**src/rtl/logic_unit_pkg.sv**
```systemverilog
// Shared types and the reference operation for the pipelined logic unit.
package logic_unit_pkg;

    localparam int unsigned OP_W  = 3;
    // Widest operand compute() handles; callers zero-extend and keep the low bits.
    localparam int unsigned MAX_W = 64;

    typedef enum logic [OP_W-1:0] {
        OpAnd  = 3'd0,
        OpNand = 3'd1,
        OpOr   = 3'd2,
        OpNor  = 3'd3,
        OpXor  = 3'd4,
        OpXnor = 3'd5,
        OpRand = 3'd6,
        OpRor  = 3'd7
    } op_e;

    // Result for a w-bit operation; bits at and above w are returned as zero.
    function automatic logic [MAX_W-1:0] compute(input op_e op,
                                                 input logic [MAX_W-1:0] a,
                                                 input logic [MAX_W-1:0] b,
                                                 input int unsigned w);
        logic [MAX_W-1:0] mask;
        logic [MAX_W-1:0] r;
        mask = (w >= MAX_W) ? '1 : ((MAX_W'(1) << w) - MAX_W'(1));
        case (op)
            OpAnd:   r = a & b;
            OpNand:  r = ~(a & b);
            OpOr:    r = a | b;
            OpNor:   r = ~(a | b);
            OpXor:   r = a ^ b;
            OpXnor:  r = ~(a ^ b);
            // Bits outside the operand are forced so they do not affect the reduction.
            OpRand:  r = {{(MAX_W-1){1'b0}}, &(a | ~mask)};
            OpRor:   r = {{(MAX_W-1){1'b0}}, |(a & mask)};
            default: r = '0;
        endcase
        return r & mask;
    endfunction

endpackage

```
**src/rtl/logic_pipe_stage.sv**
```systemverilog
// One valid/ready register stage; ready depends only on occupancy and downstream ready.
module logic_pipe_stage #(
    parameter int unsigned WIDTH = 8
) (
    input  logic             clk,
    input  logic             rst_n,
    input  logic             in_valid,
    output logic             in_ready,
    input  logic [WIDTH-1:0] in_data,
    output logic             out_valid,
    input  logic             out_ready,
    output logic [WIDTH-1:0] out_data
);

    logic             valid_q;
    logic [WIDTH-1:0] data_q;

    // Advance when empty or when the successor takes the current content.
    always_comb begin
        in_ready  = !valid_q || out_ready;
        out_valid = valid_q;
        out_data  = data_q;
    end

    // Occupancy and data register with synchronous active-low reset.
    always_ff @(posedge clk) begin
        if (!rst_n) begin
            valid_q <= 1'b0;
            data_q  <= '0;
        end else if (in_ready) begin
            valid_q <= in_valid;
            if (in_valid) begin
                data_q <= in_data;
            end
        end
    end

endmodule

```
**src/rtl/logic_unit_pipe.sv**
```systemverilog
// Pipelined bitwise logic unit: combinational op, STAGES-deep register chain, result counter.
module logic_unit_pipe
    import logic_unit_pkg::*;
#(
    parameter int unsigned WIDTH  = 8,
    parameter int unsigned STAGES = 2,
    parameter int unsigned CNT_W  = 16
) (
    input  logic             clk,
    input  logic             rst_n,
    input  logic             in_valid,
    output logic             in_ready,
    input  logic [WIDTH-1:0] in_a,
    input  logic [WIDTH-1:0] in_b,
    input  logic [OP_W-1:0]  in_op,
    output logic             out_valid,
    input  logic             out_ready,
    output logic [WIDTH-1:0] out_data,
    input  logic             cnt_clr,
    output logic [CNT_W-1:0] done_count
);

    logic [MAX_W-1:0] op_full;
    logic [WIDTH-1:0] op_res;
    logic             unused_op_hi;

    logic [STAGES:0]   rdy;
    logic [STAGES-1:0] vld;
    logic [WIDTH-1:0]  dat [STAGES];

    logic [CNT_W-1:0] cnt_q;
    logic             out_hs;

    // Operation result from the current operands.
    always_comb begin
        op_full      = compute(op_e'(in_op), MAX_W'(in_a), MAX_W'(in_b), WIDTH);
        op_res       = op_full[WIDTH-1:0];
        unused_op_hi = ^op_full;
    end

    assign rdy[STAGES] = out_ready;

    for (genvar k = 0; k < STAGES; k++) begin : g_stage
        logic             stg_valid;
        logic [WIDTH-1:0] stg_data;

        if (k == 0) begin : g_first
            assign stg_valid = in_valid;
            assign stg_data  = op_res;
        end else begin : g_rest
            assign stg_valid = vld[k-1];
            assign stg_data  = dat[k-1];
        end

        logic_pipe_stage #(
            .WIDTH (WIDTH)
        ) u_stage (
            .clk       (clk),
            .rst_n     (rst_n),
            .in_valid  (stg_valid),
            .in_ready  (rdy[k]),
            .in_data   (stg_data),
            .out_valid (vld[k]),
            .out_ready (rdy[k+1]),
            .out_data  (dat[k])
        );
    end

    // Port view of the chain; in_ready is held low during reset.
    always_comb begin
        in_ready   = rst_n && rdy[0];
        out_valid  = vld[STAGES-1];
        out_data   = dat[STAGES-1];
        out_hs     = vld[STAGES-1] && out_ready;
        done_count = cnt_q;
    end

    // Completed-result counter; clear wins over a same-cycle handshake.
    always_ff @(posedge clk) begin
        if (!rst_n || cnt_clr) begin
            cnt_q <= '0;
        end else if (out_hs) begin
            cnt_q <= cnt_q + CNT_W'(1);
        end
    end

endmodule
```
**config.mk**
```make
export PLATFORM = sky130hd
export DESIGN_NAME = logic_unit_pipe
export DESIGN_NICKNAME = d
export VERILOG_FILES = /design/src/rtl/logic_unit_pkg.sv /design/src/rtl/logic_pipe_stage.sv /design/src/rtl/logic_unit_pipe.sv
export SDC_FILE = /design/constraint.sdc
export NUM_CORES = 1
export LEC_CHECK = 0
export CAP_MARGIN = 10
export CORE_MARGIN = 2
export CORE_UTILIZATION = 50
export DETAILED_ROUTE_END_ITERATION = 10
export DONT_BUFFER_PORTS = 1
export GPL_ROUTABILITY_DRIVEN = 0
export HOLD_SLACK_MARGIN = 0.15
export PLACE_DENSITY = 0.68
export SLEW_MARGIN = 40
export SYNTH_ARGS = -nofsm -noshare
export SYNTH_HDL_FRONTEND = slang
export SYNTH_SLANG_ARGS = --single-unit
```
**constraint.sdc**
```tcl
create_clock -name clk -period 1.9 [get_ports clk]
set_clock_uncertainty 0.1 [all_clocks]
set_input_delay 0.38 -clock clk [delete_from_list [all_inputs] [get_ports clk]]
set_output_delay 0.38 -clock clk [all_outputs]
set_load 0.005 [all_outputs]
```
==> results of run 1 <==
power by group through the flow:
stage	combinational [mW]	clock [mW]	sequential, mW
2_1_floorplan	0.153	0	0.762
3_3_place_gp	0.177	0	0.765
3_5_place_dp	0.179	0	0.765
4_1_cts	0.184	0.662	0.749
5_1_grt	0.210	0.689	0.751
6_report	0.183	0.646	0.749
timing repair:
action,4_1_cts,5_1_grt
endpoints found under the setup margin,0,1
gates resized for setup,0,1
hold buffers,1,0
hold endpoints to repair,7,0
worst reg2reg max path, cell delays in order (launching register included):
cell and delay (ns):
dfxtp_1 0.39, ha_1 0.19, and3_1 0.23, nand2_1 0.12
or4_1 0.51, a21oi_1 0.15
synth_stat cells, types with 3 or more instances:
cell type / instances
nand3_1: 5
o2bb2ai_1: 5
nor2_1: 28
nor2b_1: 4
inv_1: 20
nand2_1: 9
a31oi_1: 3
xnor2_1: 6
o21ai_0: 15
and3_1: 5
ha_1: 17
clkbuf_1: 9
nand4_1: 4
mux2i_1: 8
xor2_1: 4
nand2b_1: 12
a22o_1: 5
dfxtp_1: 34
o31ai_1: 4
a21oi_1: 18
or4_1: 6
a222oi_1: 5
final cells by class:
type,instances,share of cell area [%]
well taps,50,2.719
flip-flops and latches,34,29.64
clock buffers,5,2.991
repair buffers,13,4.350
inverters,20,3.263
clock inverters,3,1.740
multi-input cells,185,55.30
registers in the layout, indices dropped and copies added (netlist names):
register                   flops
g_stage.u_stage.out_valid      2
g_stage.u_stage.out_data      16
done_count                    16
placed cells by master (no fill, tap or decap), types with 6 or more instances in the layout:
cell      netlist  final
nand2_1         9      9
nor2_1         28     28
ha_1           17     17
mux2i_1         8      8
nand2b_1       12     12
a21oi_1        18     18
inv_1          20     20
o21ai_0        15     15
dfxtp_1        34     33
buf_4           0     12
xnor2_1         6      6
or4_1           6      6
worst paths after layout:
| check | start | endpoint | slack, ns | cells past startpoint |
|---|---|---|---|---|
| max | done_count[1] | done_count[14] | 0.13 | 5 |
| min | in_valid | g_stage[0].u_stage.out_valid | 0.16 | 2 |
| max reg2reg | done_count[1] | done_count[14] | 0.13 | 5 |
| min reg2reg | g_stage[0].u_stage.out_data[6] | g_stage[1].u_stage.out_data[6] | 0.39 | 2 |
routing by layer:
metal	wire, µm	vias up	GRT usage, %
li1	-	915	-
met1	1892	814	22.83
met2	2306	46	39.93
met3	280	4	5.757
met4	38	0	6.000
met5	0	-	0
kinds of logic (layout without fill, tap and decap cells):
kind of cell    after synthesis  after routing  synth area share [%]
xor+xnor                     10             10                 4.229
flops                        34             34                 32.87
buf+inv                      31             41                 5.679
simple gates                 87             87                 22.96
compound gates               63             63                 20.12
fa+ha+maj                    17             17                 10.27
mux                           8              8                 3.867
==> impl_metrics.csv, run 1 <==
group,metric,value,unit
worst_setup_path,end_kind,"flop",
finish,instances_no_fill,310,
cts,cts.clk_slew.worst_paths,0.07,ns
detailed_routing,vias,1779,
synthesis,async_flop_share,0,%
grt,grt_antenna_before_repair,0,
floorplan,row_count,23,
worst_setup_path,crit_family,"simple AND/OR/NAND/NOR gates",
synthesis,synth_area_leader_cell,"dfxtp_1",
cts,clock-root-buffer,"clkbuf_8",
synthesis,yosysSeqAreaShare,32.87,%
place,portBuffers,0,
worst_setup_path,critical_path_arrival,1.87,ns
sta,timing.setup.tns,0,ns
detailed_routing,wl_per_cell,14.57,µm
finish,final_cell_area,2301,µm²
synthesis,avgSynthCellArea,8.283,µm²
flow_run,maxCapViolations,0,
detailed_routing,wl,4516,µm
sta,report.final.slew_viol_count,0,
sta,max_freq,0.5649,GHz
cts,worstSkewPairLatency,0.28,ns
place,pre_cts_ws,0.1199,ns
place,placed_cells,301,
floorplan,die_height,68.36,µm
floorplan,die_area,4672,µm²
power,switching_share,23.43,%
worst_setup_path,path_class,"reg -> reg",
power,p_clk_share,41.0,%
cts,cts_made_buffers,5,
cts,postCtsSetupBuffers,0,
place,placedInstanceArea,2181,µm²
finish,syn_to_final_growth,11.12,%
place,place_hpwl,3334,µm
synthesis,synthCells,250,
synthesis,synth_ff_type,"dfxtp_1",
sta,rsz0062_at_grt,"false",
sta,slew_headroom,59.88,%
floorplan,core-area,4000,µm²
min_path,worstHoldPathType,"in -> reg",
cts,cts_tree,"built",
grt,grt_pass1_wl,7507,µm
cts,h-tree-depth,2,
power,p_per_area,685.5,nW/µm²
grt,grtUsageTotal,21.17,%
finish,final_nets,300,
floorplan,initial_utilization,51.77,%
sta,setup_viol,0,
worst_setup_path,start_kind,"flop",
power,power.total,1.577,mW
finish,multi_input_area,1272,µm²
status,status,"completed",
worst_setup_path,crit_buf_inv,0,
detailed_routing,avgViaCountPerCell,5.739,
detailed_routing,ant_nets,0,
sta,final.min_clock_period,1.770,ns
sta,hold_violations,0,
grt,overflow,0,
finish,drive_gt1_share,10.77,%
sta,tightest_slew,0.6017,ns
grt,grt_pass1_vias,1757,
power,combPwrFrac,11.6,%
worst_setup_path,worstPathMaxFanout,4,
worst_setup_path,required,2.00,ns
power,seq_power_share,47.5,%
finish,fillers,391,
floorplan,die_x,68.36,µm
synthesis,synthTopCellsByArea,"dfxtp_1 (33%), ha_1 (10%), nor2_1 (5.1%), a21oi_1 (4.4%), mux2i_1 (3.9%)",
grt,grt_max_degree,23,
worst_setup_path,crit_chain,"ha_1 -> and3_1 -> nand2_1 -> or4_1 -> a21oi_1",
power,cellLeakagePower,0.9722,nW
finish,fin_util,57.52,%
synthesis,synthDistinctLibCells,41,
sta,hold_ws,0.1574,ns
sta,post-route-period-util,93.17,%
detailed_routing,drc,0,
power,intPower,1.208,mW
cts,numClockSinks,34,
synthesis,synth_edf_count,0,
synthesis,ys_warn_count,0,
power,switchingPower,0.3696,mW
cts,clockBufferDepth,2,
synthesis,synth_top_area_share,32.87,%
detailed_routing,dr.pass1.iters,4,
finish,regArea,681.9,µm²
synthesis,syn-cell-area,2071,µm²
worst_setup_path,slowest_stage,"or4_1",
sta,setup_ws,0.1299,ns
synthesis,synth_fp_nets,291,
finish,n_antenna_cell,0,
power,ir_drop,0.5209,mV
detailed_routing,first_iter_violations,64,
floorplan,ios,50,
worst_setup_path,critPathMaxStageDelay,0.51,ns
synthesis,ys_seq_elements,34,
(Power assumes the default switching activity.)
==> run 2, diff against run 1 <==
Settings changed: GPL_ROUTABILITY_DRIVEN 0 to unset, GPL_TIMING_DRIVEN set to 0, SETUP_SLACK_MARGIN set to 0.4.
==> impl_metrics.csv, run 2 (synthesis results as in run 1) <==
group,metric,value,unit
status,status,"completed",
worst_setup_path,worstPathMaxFanout,8,
floorplan,die_height,68.36,µm
cts,cts_tree,"built",
detailed_routing,ant_nets,0,
worst_setup_path,startpoint,"g_stage[1].u_stage.out_valid",
sta,slew_headroom,61.35,%
sta,hold_violations,0,
power,combPwrFrac,14.1,%
worst_setup_path,path_class,"reg -> reg",
place,place_hpwl,3435,µm
detailed_routing,avgViaCountPerCell,5.866,
sta,setup_ws,0.2002,ns
place,gp_congestion,0.8376,
sta,hold_ws,0.1555,ns
grt,grt_pass1_vias,1732,
cts,worstSkewPairLatency,0.28,ns
floorplan,core-area,4000,µm²
place,pre_cts_ws,0.1105,ns
sta,timing.setup.tns,0,ns
finish,final_cell_mix,"nor2_1 (28), dfxtp_1 (24), inv_1 (20)",
detailed_routing,drc,0,
finish,fin_util,62.37,%
sta,setup_viol,0,
finish,final_common_cell,"nor2_1",
floorplan,row_count,23,
worst_setup_path,end_kind,"flop",
worst_setup_path,reg2reg_slack,0.20,ns
detailed_routing,vias,1877,
floorplan,die_area,4672,µm²
place,portBuffers,0,
grt,grtUsageTotal,21.50,%
floorplan,die_x,68.36,µm
sta,report.final.slew_viol_count,0,
cts,cts.clk_slew.worst_paths,0.07,ns
grt,grt_antenna_before_repair,0,
power,seq_power_share,50.1,%
power,switchingPower,0.3737,mW
power,cellLeakagePower,1.019,nW
power,switching_share,25.27,%
power,power.total,1.479,mW
detailed_routing,first_iter_violations,94,
finish,final_nets,311,
floorplan,initial_utilization,51.77,%
sta,final.min_clock_period,1.700,ns
flow_run,maxCapViolations,0,
cts,h-tree-depth,2,
sta,max_freq,0.5883,GHz
finish,drive_gt1_share,19.26,%
detailed_routing,wl_per_cell,15.36,µm
sta,tightest_slew,0.5777,ns
finish,syn_to_final_growth,20.48,%
detailed_routing,wl,4914,µm
finish,n_antenna_cell,0,
place,placedInstanceArea,2192,µm²
worst_setup_path,required,2.02,ns
sta,post-route-period-util,89.46,%
worst_setup_path,start_kind,"flop",
power,intPower,1.105,mW
cts,clockBufferDepth,2,
power,p_per_area,592.7,nW/µm²
cts,clock-root-buffer,"clkbuf_8",
power,ir_drop,0.5366,mV
worst_setup_path,rr_endpoint,"done_count[13]",
grt,grt_max_degree,11,
sta,rsz0062_at_grt,"true",
worst_setup_path,critical_path_arrival,1.82,ns
worst_setup_path,cp-endpoint,"done_count[13]",
cts,numClockSinks,34,
finish,final_cell_area,2495,µm²
power,p_clk_share,35.8,%
min_path,worstHoldPathType,"in -> reg",
worst_setup_path,reg2reg_from,"g_stage[1].u_stage.out_valid",
grt,overflow,0,
finish,instances_no_fill,320,
place,placed_cells,300,
detailed_routing,dr.pass1.iters,4,
grt,grt_pass1_wl,7576,µm
worst_setup_path,worst-r2r-cell-count,5,
floorplan,ios,50,
cts,cts_made_buffers,5,
==> run 2: changes by cell type in the layout (fill, tap and decap cells not counted), moves of 2 or more <==
cell      delta
buf_4        -3
a21oi_4      +2
clkinv_2     -2
nand3_4      +2
dfxtp_4     +10
a21oi_1      -3
clkbuf_1     +6
dfxtp_1      -9
clkbuf_2     +3
buf_6        +4
nand2_1      -2
==> run 2: critical path: stages (launching register included) <==
cell and delay [ns]:
dfxtp_4 0.41, nand3_4 0.08, or3_4 0.37, buf_6 0.14
or4_4 0.42, a21oi_2 0.12
==> run 2: cell type report <==
cell class,count,area [µm²]
Multi-Input combinational cell,186,1386
Fill cell,358,1505
Sequential cell,34,718.2
Inverter,20,75.07
Buffer,11,67.56
Timing Repair Buffer,12,98.84
Tap cell,50,62.56
Clock buffer,7,86.33
==> run 2: power by group through the flow <==
stage | clock (mW) | sequential, mW | combinational, mW
floorplan | 0 | 0.758 | 0.155
global placement | 0 | 0.763 | 0.190
detailed placement | 0 | 0.764 | 0.192
CTS | 0.545 | 0.739 | 0.200
global route | 0.576 | 0.743 | 0.236
finish | 0.529 | 0.741 | 0.209
==> run 2: repair_timing <==
item / 4_1_cts / 5_1_grt
hold endpoints to repair: 8 / 0
buffers inserted: 8 / 2
pin swaps: 9 / 6
setup endpoints to repair: 13 / 25
cloned: 1 / 0
gates resized for setup: 15 / 20
hold buffers: 2 / 0
==> run 2: worst min-delay path by stage <==
stage / start / to / slack (ns) / cells after the start
final: rst_n / g_stage[0].u_stage.out_valid / 0.16 / 2
after global routing: rst_n / g_stage[0].u_stage.out_valid / 0.17 / 2
after CTS: rst_n / g_stage[0].u_stage.out_valid / 0.15 / 2
after detailed placement: g_stage[0].u_stage.out_data[1] / g_stage[1].u_stage.out_data[1] / 0.38 / 2
after global placement: g_stage[0].u_stage.out_data[1] / g_stage[1].u_stage.out_data[1] / 0.37 / 2
after floorplan: g_stage[0].u_stage.out_data[1] / g_stage[1].u_stage.out_data[1] / 0.35 / 2
==> run 2: routing by layer <==
metal	global-route usage, %	vias to the layer above	share of wire [%]
met2	34.47	60	48
met5	0	-	0
met4	8.000	0	1.9
met1	27.19	864	43
li1	-	943	-
met3	6.250	10	6.9
